File: src/rtl/e203_exu_flush_arb_pkg.sv
// ---------------------------------------------------------------------------
// e203_exu_flush_arb_pkg
//   Shared definitions for the EXU flush arbiter: FSM state encoding and the
//   flush-source codes carried on pipe_flush_src.
// ---------------------------------------------------------------------------
package e203_exu_flush_arb_pkg;

  // Arbiter FSM: IDLE waits for a source, REQ holds one flush toward the IFU.
  typedef enum logic {
    FSM_IDLE = 1'b0,
    FSM_REQ  = 1'b1
  } flush_state_e;

  // Flush source codes (value presented on pipe_flush_src).
  localparam logic SRC_BRCHMIS = 1'b0;
  localparam logic SRC_EXCPIRQ = 1'b1;

endpackage

File: src/rtl/e203_exu_flush_perfcnt.sv
// ---------------------------------------------------------------------------
// e203_exu_flush_perfcnt
//   Flush performance counters: one per flush source. Only compiled when
//   E203_FLUSH_PERF_CNT_EN is defined.
// Ports:
//   clk, rst_n        clock, synchronous active-low reset
//   perf_clr          clear both counters (wins over a same-cycle increment)
//   brchmis_inc       +1 to the branch counter this cycle
//   excpirq_inc       +1 to the exception/IRQ counter this cycle
//   perf_brchmis_cnt  branch flush count (wraps modulo 2^CNT_W)
//   perf_excpirq_cnt  exception/IRQ flush count (wraps modulo 2^CNT_W)
// ---------------------------------------------------------------------------
`ifdef E203_FLUSH_PERF_CNT_EN
module e203_exu_flush_perfcnt #(
  parameter int CNT_W = 32
) (
  input  logic             clk,
  input  logic             rst_n,
  input  logic             perf_clr,
  input  logic             brchmis_inc,
  input  logic             excpirq_inc,
  output logic [CNT_W-1:0] perf_brchmis_cnt,
  output logic [CNT_W-1:0] perf_excpirq_cnt
);

  // Index 0 = brchmis, index 1 = excpirq.
  logic [1:0]       inc;
  logic [CNT_W-1:0] cnt_q [2];
  logic [CNT_W-1:0] cnt_d [2];

  assign inc = {excpirq_inc, brchmis_inc};

  for (genvar gi = 0; gi < 2; gi++) begin : g_cnt
    always_comb begin
      cnt_d[gi] = cnt_q[gi];
      if (perf_clr) begin
        cnt_d[gi] = '0;
      end else if (inc[gi]) begin
        cnt_d[gi] = cnt_q[gi] + CNT_W'(1);
      end
    end

    always_ff @(posedge clk) begin
      if (!rst_n) begin
        cnt_q[gi] <= '0;
      end else begin
        cnt_q[gi] <= cnt_d[gi];
      end
    end
  end

  assign perf_brchmis_cnt = cnt_q[0];
  assign perf_excpirq_cnt = cnt_q[1];

endmodule
`endif

File: src/rtl/e203_exu_flush_arb.sv
// ---------------------------------------------------------------------------
// e203_exu_flush_arb
//   Commit-stage flush arbiter. Picks between the exception/IRQ unit (higher
//   priority) and the branch-resolve unit, computes the flush target
//   (op1+op2, bit 0 cleared) and holds one registered flush request to the
//   IFU until it is acknowledged. The grant is locked while in REQ.
// Optional feature: E203_FLUSH_PERF_CNT_EN adds per-source flush counters
//   (ports perf_clr, perf_brchmis_cnt, perf_excpirq_cnt).
// Ports:
//   clk, rst_n                 clock, synchronous active-low reset
//   brchmis_flush_req/op1/op2  branch flush request and target operands
//   brchmis_flush_ack          branch request accepted by IFU (combinational)
//   excpirq_flush_req/op1/op2  exception/IRQ flush request and target operands
//   excpirq_flush_ack          exception request accepted by IFU (combinational)
//   pipe_flush_req/pc/src      registered flush request to the IFU
//   pipe_flush_ack             IFU accepts the flush
//   flush_pending              arbiter busy or a request waiting; stall commit
// ---------------------------------------------------------------------------
module e203_exu_flush_arb #(
  parameter int PC_SIZE = 32
`ifdef E203_FLUSH_PERF_CNT_EN
  ,
  parameter int CNT_W   = 32
`endif
) (
  input  logic               clk,
  input  logic               rst_n,
  input  logic               brchmis_flush_req,
  input  logic [PC_SIZE-1:0] brchmis_flush_add_op1,
  input  logic [PC_SIZE-1:0] brchmis_flush_add_op2,
  output logic               brchmis_flush_ack,
  input  logic               excpirq_flush_req,
  input  logic [PC_SIZE-1:0] excpirq_flush_add_op1,
  input  logic [PC_SIZE-1:0] excpirq_flush_add_op2,
  output logic               excpirq_flush_ack,
  output logic               pipe_flush_req,
  output logic [PC_SIZE-1:0] pipe_flush_pc,
  output logic               pipe_flush_src,
  input  logic               pipe_flush_ack,
`ifdef E203_FLUSH_PERF_CNT_EN
  input  logic               perf_clr,
  output logic [CNT_W-1:0]   perf_brchmis_cnt,
  output logic [CNT_W-1:0]   perf_excpirq_cnt,
`endif
  output logic               flush_pending
);

  import e203_exu_flush_arb_pkg::*;

  // Flush targets are halfword aligned: bit 0 is always cleared.
  localparam logic [PC_SIZE-1:0] PC_ALIGN_MASK = ~PC_SIZE'(1);

  flush_state_e       state_q, state_d;
  logic [PC_SIZE-1:0] pc_q, pc_d;
  logic               src_q, src_d;
  logic               grant_excp;
  logic [PC_SIZE-1:0] sel_op1, sel_op2;
  logic               in_req;

  // Operands are muxed before the add so one adder serves both sources.
  assign grant_excp = excpirq_flush_req;
  assign sel_op1    = grant_excp ? excpirq_flush_add_op1 : brchmis_flush_add_op1;
  assign sel_op2    = grant_excp ? excpirq_flush_add_op2 : brchmis_flush_add_op2;

  always_comb begin
    state_d = state_q;
    pc_d    = pc_q;
    src_d   = src_q;
    case (state_q)
      FSM_IDLE: begin
        if (excpirq_flush_req || brchmis_flush_req) begin
          state_d = FSM_REQ;
          src_d   = grant_excp ? SRC_EXCPIRQ : SRC_BRCHMIS;
          pc_d    = (sel_op1 + sel_op2) & PC_ALIGN_MASK;
        end
      end
      FSM_REQ: begin
        // Grant is locked here; a newly raised request waits for IDLE.
        if (pipe_flush_ack) begin
          state_d = FSM_IDLE;
        end
      end
      default: state_d = FSM_IDLE;
    endcase
  end

  always_ff @(posedge clk) begin
    if (!rst_n) begin
      state_q <= FSM_IDLE;
      pc_q    <= '0;
      src_q   <= SRC_BRCHMIS;
    end else begin
      state_q <= state_d;
      pc_q    <= pc_d;
      src_q   <= src_d;
    end
  end

  assign in_req            = (state_q == FSM_REQ);
  assign pipe_flush_req    = in_req;
  assign pipe_flush_pc     = pc_q;
  assign pipe_flush_src    = src_q;
  assign brchmis_flush_ack = in_req && pipe_flush_ack && (src_q == SRC_BRCHMIS);
  assign excpirq_flush_ack = in_req && pipe_flush_ack && (src_q == SRC_EXCPIRQ);
  assign flush_pending     = in_req || excpirq_flush_req || brchmis_flush_req;

`ifdef E203_FLUSH_PERF_CNT_EN
  e203_exu_flush_perfcnt #(
    .CNT_W(CNT_W)
  ) u_perfcnt (
    .clk              (clk),
    .rst_n            (rst_n),
    .perf_clr         (perf_clr),
    .brchmis_inc      (brchmis_flush_ack),
    .excpirq_inc      (excpirq_flush_ack),
    .perf_brchmis_cnt (perf_brchmis_cnt),
    .perf_excpirq_cnt (perf_excpirq_cnt)
  );
`endif

  // A granted source must keep its request up until acknowledged; if it
  // drops early the latched flush still completes, but flag the violation.
  a_brchmis_held: assert property (@(posedge clk) disable iff (!rst_n)
    (in_req && src_q == SRC_BRCHMIS) |-> brchmis_flush_req);
  a_excpirq_held: assert property (@(posedge clk) disable iff (!rst_n)
    (in_req && src_q == SRC_EXCPIRQ) |-> excpirq_flush_req);

endmodule
File: config.mk
export PLATFORM = sky130hd
export DESIGN_NAME = e203_exu_flush_arb
export DESIGN_NICKNAME = d
export VERILOG_FILES = /design/src/rtl/e203_exu_flush_arb_pkg.sv /design/src/rtl/e203_exu_flush_perfcnt.sv /design/src/rtl/e203_exu_flush_arb.sv
export SDC_FILE = /design/constraint.sdc
export NUM_CORES = 1
export LEC_CHECK = 0
export CAP_MARGIN = 10
export CORE_MARGIN = 4
export CORE_UTILIZATION = 43
export CTS_CLUSTER_DIAMETER = 50
export DETAILED_ROUTE_END_ITERATION = 8
export PLACE_DENSITY = 0.83
export REMOVE_ABC_BUFFERS = 1
export SLEW_MARGIN = 20
export SYNTH_ARGS = -nofsm -noshare
export SYNTH_HDL_FRONTEND = slang
export SYNTH_SLANG_ARGS = --single-unit
File: constraint.sdc
create_clock -name clk -period 5 [get_ports clk]
set_clock_uncertainty 0.05 [all_clocks]
set_input_delay 1.5 -clock clk [delete_from_list [all_inputs] [get_ports clk]]
set_output_delay 1.5 -clock clk [all_outputs]
set_load 0.02 [all_outputs]
==> flow_metrics.py, run 1 <==
metrics = {
    "run": {
        "drv_cap": 0,
    },
    "global_route": {
        "gr-usage-all-layers_pct": 21.5,
        "grt_pass1_vias": 4054,
        "antenna_found_initial": 0,
        "gr-total-overflow": 0,
        "grt_pass1_wl_um": 18200,
        "grt_start_max_net_pins": 37,
    },
    "floorplanning": {
        "pin_count": 170,
        "core_mm2": 0.00826,
        "start_util_pct": 44.5,
        "die_w_um": 100,
        "die_h_um": 100,
        "placementRows": 33,
        "dieArea_mm2": 0.0101,
    },
    "sta": {
        "rsz0062_at_grt": "false",
        "worst_slew_pin_slew_ps": 717,
        "relSlewSlack_pct": 52.2,
        "setup-tns-final_ps": 0,
        "final_hold_viol_count": 0,
        "timing.final.crit_share_pct": 88.0,
        "slew_viol_final": 0,
        "period_needed_ps": 4400,
        "setup-violations-final": 0,
        "clock.fmax_mhz": 227,
    },
    "power_and_ir_drop": {
        "vdd_drop_max_mv": 0.120,
        "power_mw": 1.24,
        "leakagePower_nw": 2.19,
        "power-per-cell-area_mw_per_mm2": 225,
    },
    "synthesis": {
        "synth-simple-area-share_pct": 18.9,
        "synthMuxAreaShare_pct": 19.0,
        "synth-compound-area-share_pct": 24.0,
        "ys_seq_elements": 33,
        "synth_top_family_by_area": "compound AO/OA/AOI/OAI gates",
        "yosys_warnings": 0,
        "avgSynthCellArea_um2": 8.00,
        "ys.flop_type": "dfxtp_1",
        "synth_xor_area_share_pct": 5.49,
        "async_reset_ff_share_pct": 0,
        "netlist_instances": 459,
        "syn_area_mm2": 0.00367,
        "ys_types": 62,
        "yosysSeqAreaShare_pct": 18.0,
        "synthAdderAreaFrac_pct": 10.8,
        "synth_enable_flop_cells": 0,
    },
    "clock_network": {
        "clk_root_buffer_cell": "clkbuf_8",
        "clkSinkCount": 33,
        "tritoncts": "built",
        "cts_max_level": 2,
        "cts_buffer_depth": 2,
        "numCtsBuffers": 5,
        "post-cts-setup-buffers": 0,
        "cts_resized": 0,
        "holdBufCountCts": 0,
        "path_clk_slew_ps": 70,
        "clock_latency_ps": 280,
    },
    "finish": {
        "final_layout_size_suffix_gt1_share_pct": 14.2,
        "final_area_mm2": 0.00551,
        "synthToLayoutAreaGrowth_pct": 50.2,
        "antenna-diode-count": 0,
        "nNetsFinal": 776,
        "n_fill_cell": 713,
    },
    "placement": {
        "placement.cell_area_mm2": 0.00542,
        "io_buffers": 168,
        "gp_congestion": 0.889,
        "hpwl_um": 9340,
    },
    "setup_path": {
        "cpMaxStageDelayCell": "clkdlybuf4s50_1",
        "start_kind": "input port",
        "cp_data_arrival_time_ps": 2850,
        "reg2reg_to": "pipe_flush_pc[16]$_SDFFE_PN0P_",
        "timing.rr.start": "pipe_flush_req$_SDFF_PN0_",
        "worst_path_largest_cell_delay_ps": 550,
        "reg2regPathDepth": 3,
        "r2r_slack_ps": 3310,
        "cp_max_fo": 31,
        "crit_type": "input port to primary output",
        "crit_chain": "buf_2 > buf_12 > or3_1 > clkdlybuf4s50_1",
        "cp-end-kind": "primary output",
        "required_ps": 3450,
    },
    "routing": {
        "viasPerCell": 5.63,
        "drtAntennaViolNets": 0,
        "wl_per_cell_um": 15.7,
        "vias": 4043,
        "drc": 0,
        "drt-total-wl_um": 11200,
        "drtIter0Drc": 202,
        "dr.pass1.iters": 5,
    },
    "worst_hold_path": {
        "hold_path.class": "register to register",
        "hold_depth": 2,
        "hold_end": "pipe_flush_pc[13]$_SDFFE_PN0P_",
        "min-delay-start": "pipe_flush_pc[13]$_SDFFE_PN0P_",
    },
    "outcome": {
        "outcome": "completed",
    },
}
==> power by group <==
group	internal, mW	switching, mW
clock network	0.0976	0.106
logic	0.358	0.356
registers	0.302	0.0210
total	0.758	0.483
==> layout by cell type, fill, tap and decap left out, drive strengths merged, types with 5 or more instances in the layout <==
cell type	n
clkdlybuf4s50	167
nor2	25
and3	6
a31oi	6
nand4	7
dfxtp	33
inv	7
xnor2	16
nand3	19
ha	30
o21ai	25
clkbuf	5
nand2	56
nor3	7
buf	6
mux2	60
a21oi	49
a21o	16
xor2	7
o21bai	5
==> cell type report <==
cell class,instances,area [µm²],share of cell area (%)
flip-flops and latches,33,661,12.0
repair buffers,173,1730,31.3
well taps,105,131,2.38
clock inverters,3,22.5,0.408
inverters,8,30.0,0.545
multi-input cells,391,2870,52.1
clock buffers,5,68.8,1.25
==> Yosys cell counts, drive strengths merged (2+ instances only) <==
cell	n	share of area, %
xnor2	16	3.8
o211ai	4	0.82
a22oi	2	0.41
nand3	19	2.6
a211oi	4	0.95
a21o	16	3.3
o311ai	2	0.48
nor4	4	0.85
o21a	3	0.61
xor2	7	1.7
mux2i	2	0.55
dfxtp	33	18
a31oi	6	1.0
and3	6	1.2
o2111ai	3	1.2
nor2	25	2.6
o31a	2	0.48
mux2	60	18
nand3b	4	1.2
buf	5	0.72
o21ai	25	3.6
nand4	7	1.2
clkbuf	22	2.2
a2111oi	2	0.99
a21oi	49	6.7
o21bai	5	1.0
or3	4	0.68
nor3	7	1.1
ha	30	10
nand2	56	5.8
inv	7	0.72
nand2b	2	0.34
a211o	3	0.72
==> metal layers <==
metal / up-vias / share of wire [%] / GRT usage, %
li1: 1999 / - / -
met3: 16 / 8.7 / 6.12
met4: 0 / 1.4 / 4.25
met2: 160 / 50 / 38.9
met1: 1868 / 40 / 25.1
met5: - / 0 / 0
==> registers in the layout (all words and copies together), names as in the netlist <==
signal and count:
pipe_flush_pc 31, pipe_flush_req 1, pipe_flush_src 1
==> kinds of logic (layout without fill, tap and decap cells) <==
family | Yosys count | in the layout
other | 1 | 1
DFF | 33 | 33
xor gates and xnor gates | 23 | 23
and+or+nand+nor | 141 | 141
AOI/OAI and AO/OA | 133 | 133
buffers and inverters | 35 | 189
muxes | 62 | 62
adders and majority gates | 31 | 31
==> through the flow <==
step	hold WS [ps]	utilization (%)	std cells	worst slack, ps
final	399	66.8	718	601
after global routing	419	66.8	718	481
after floorplan	480	-	432	1080
after detailed placement	395	65.7	710	315
after global placement	389	65.7	710	442
after CTS	404	66.8	718	600
==> how the worst max path moves through the flow <==
stage / startpoint / endpoint / slack, ps
final: excpirq_flush_req / flush_pending / 600
after global routing: excpirq_flush_req / pipe_flush_pc[30]$_SDFFE_PN0P_ / 480
after CTS: excpirq_flush_req / flush_pending / 600
after detailed placement: excpirq_flush_req / pipe_flush_pc[30]$_SDFFE_PN0P_ / 320
after global placement: excpirq_flush_req / pipe_flush_pc[29]$_SDFFE_PN0P_ / 440
after floorplan: excpirq_flush_req / pipe_flush_pc[30]$_SDFFE_PN0P_ / 1080
==> critical path: cells and delay by family <==
kind	cells	cell delay (ps)
and+or+nand+nor	1	390
buffers and inverters	3	940
Note: power is estimated with default switching activity, not from simulation.
==> run 2: changes to the inputs <==
HOLD_SLACK_MARGIN = 0.06   (was unset)
SETUP_SLACK_MARGIN = 0.02   (was unset)
==> results of run 2 <==
No change in the layout: final DEF, timing and power equal those of run 1.
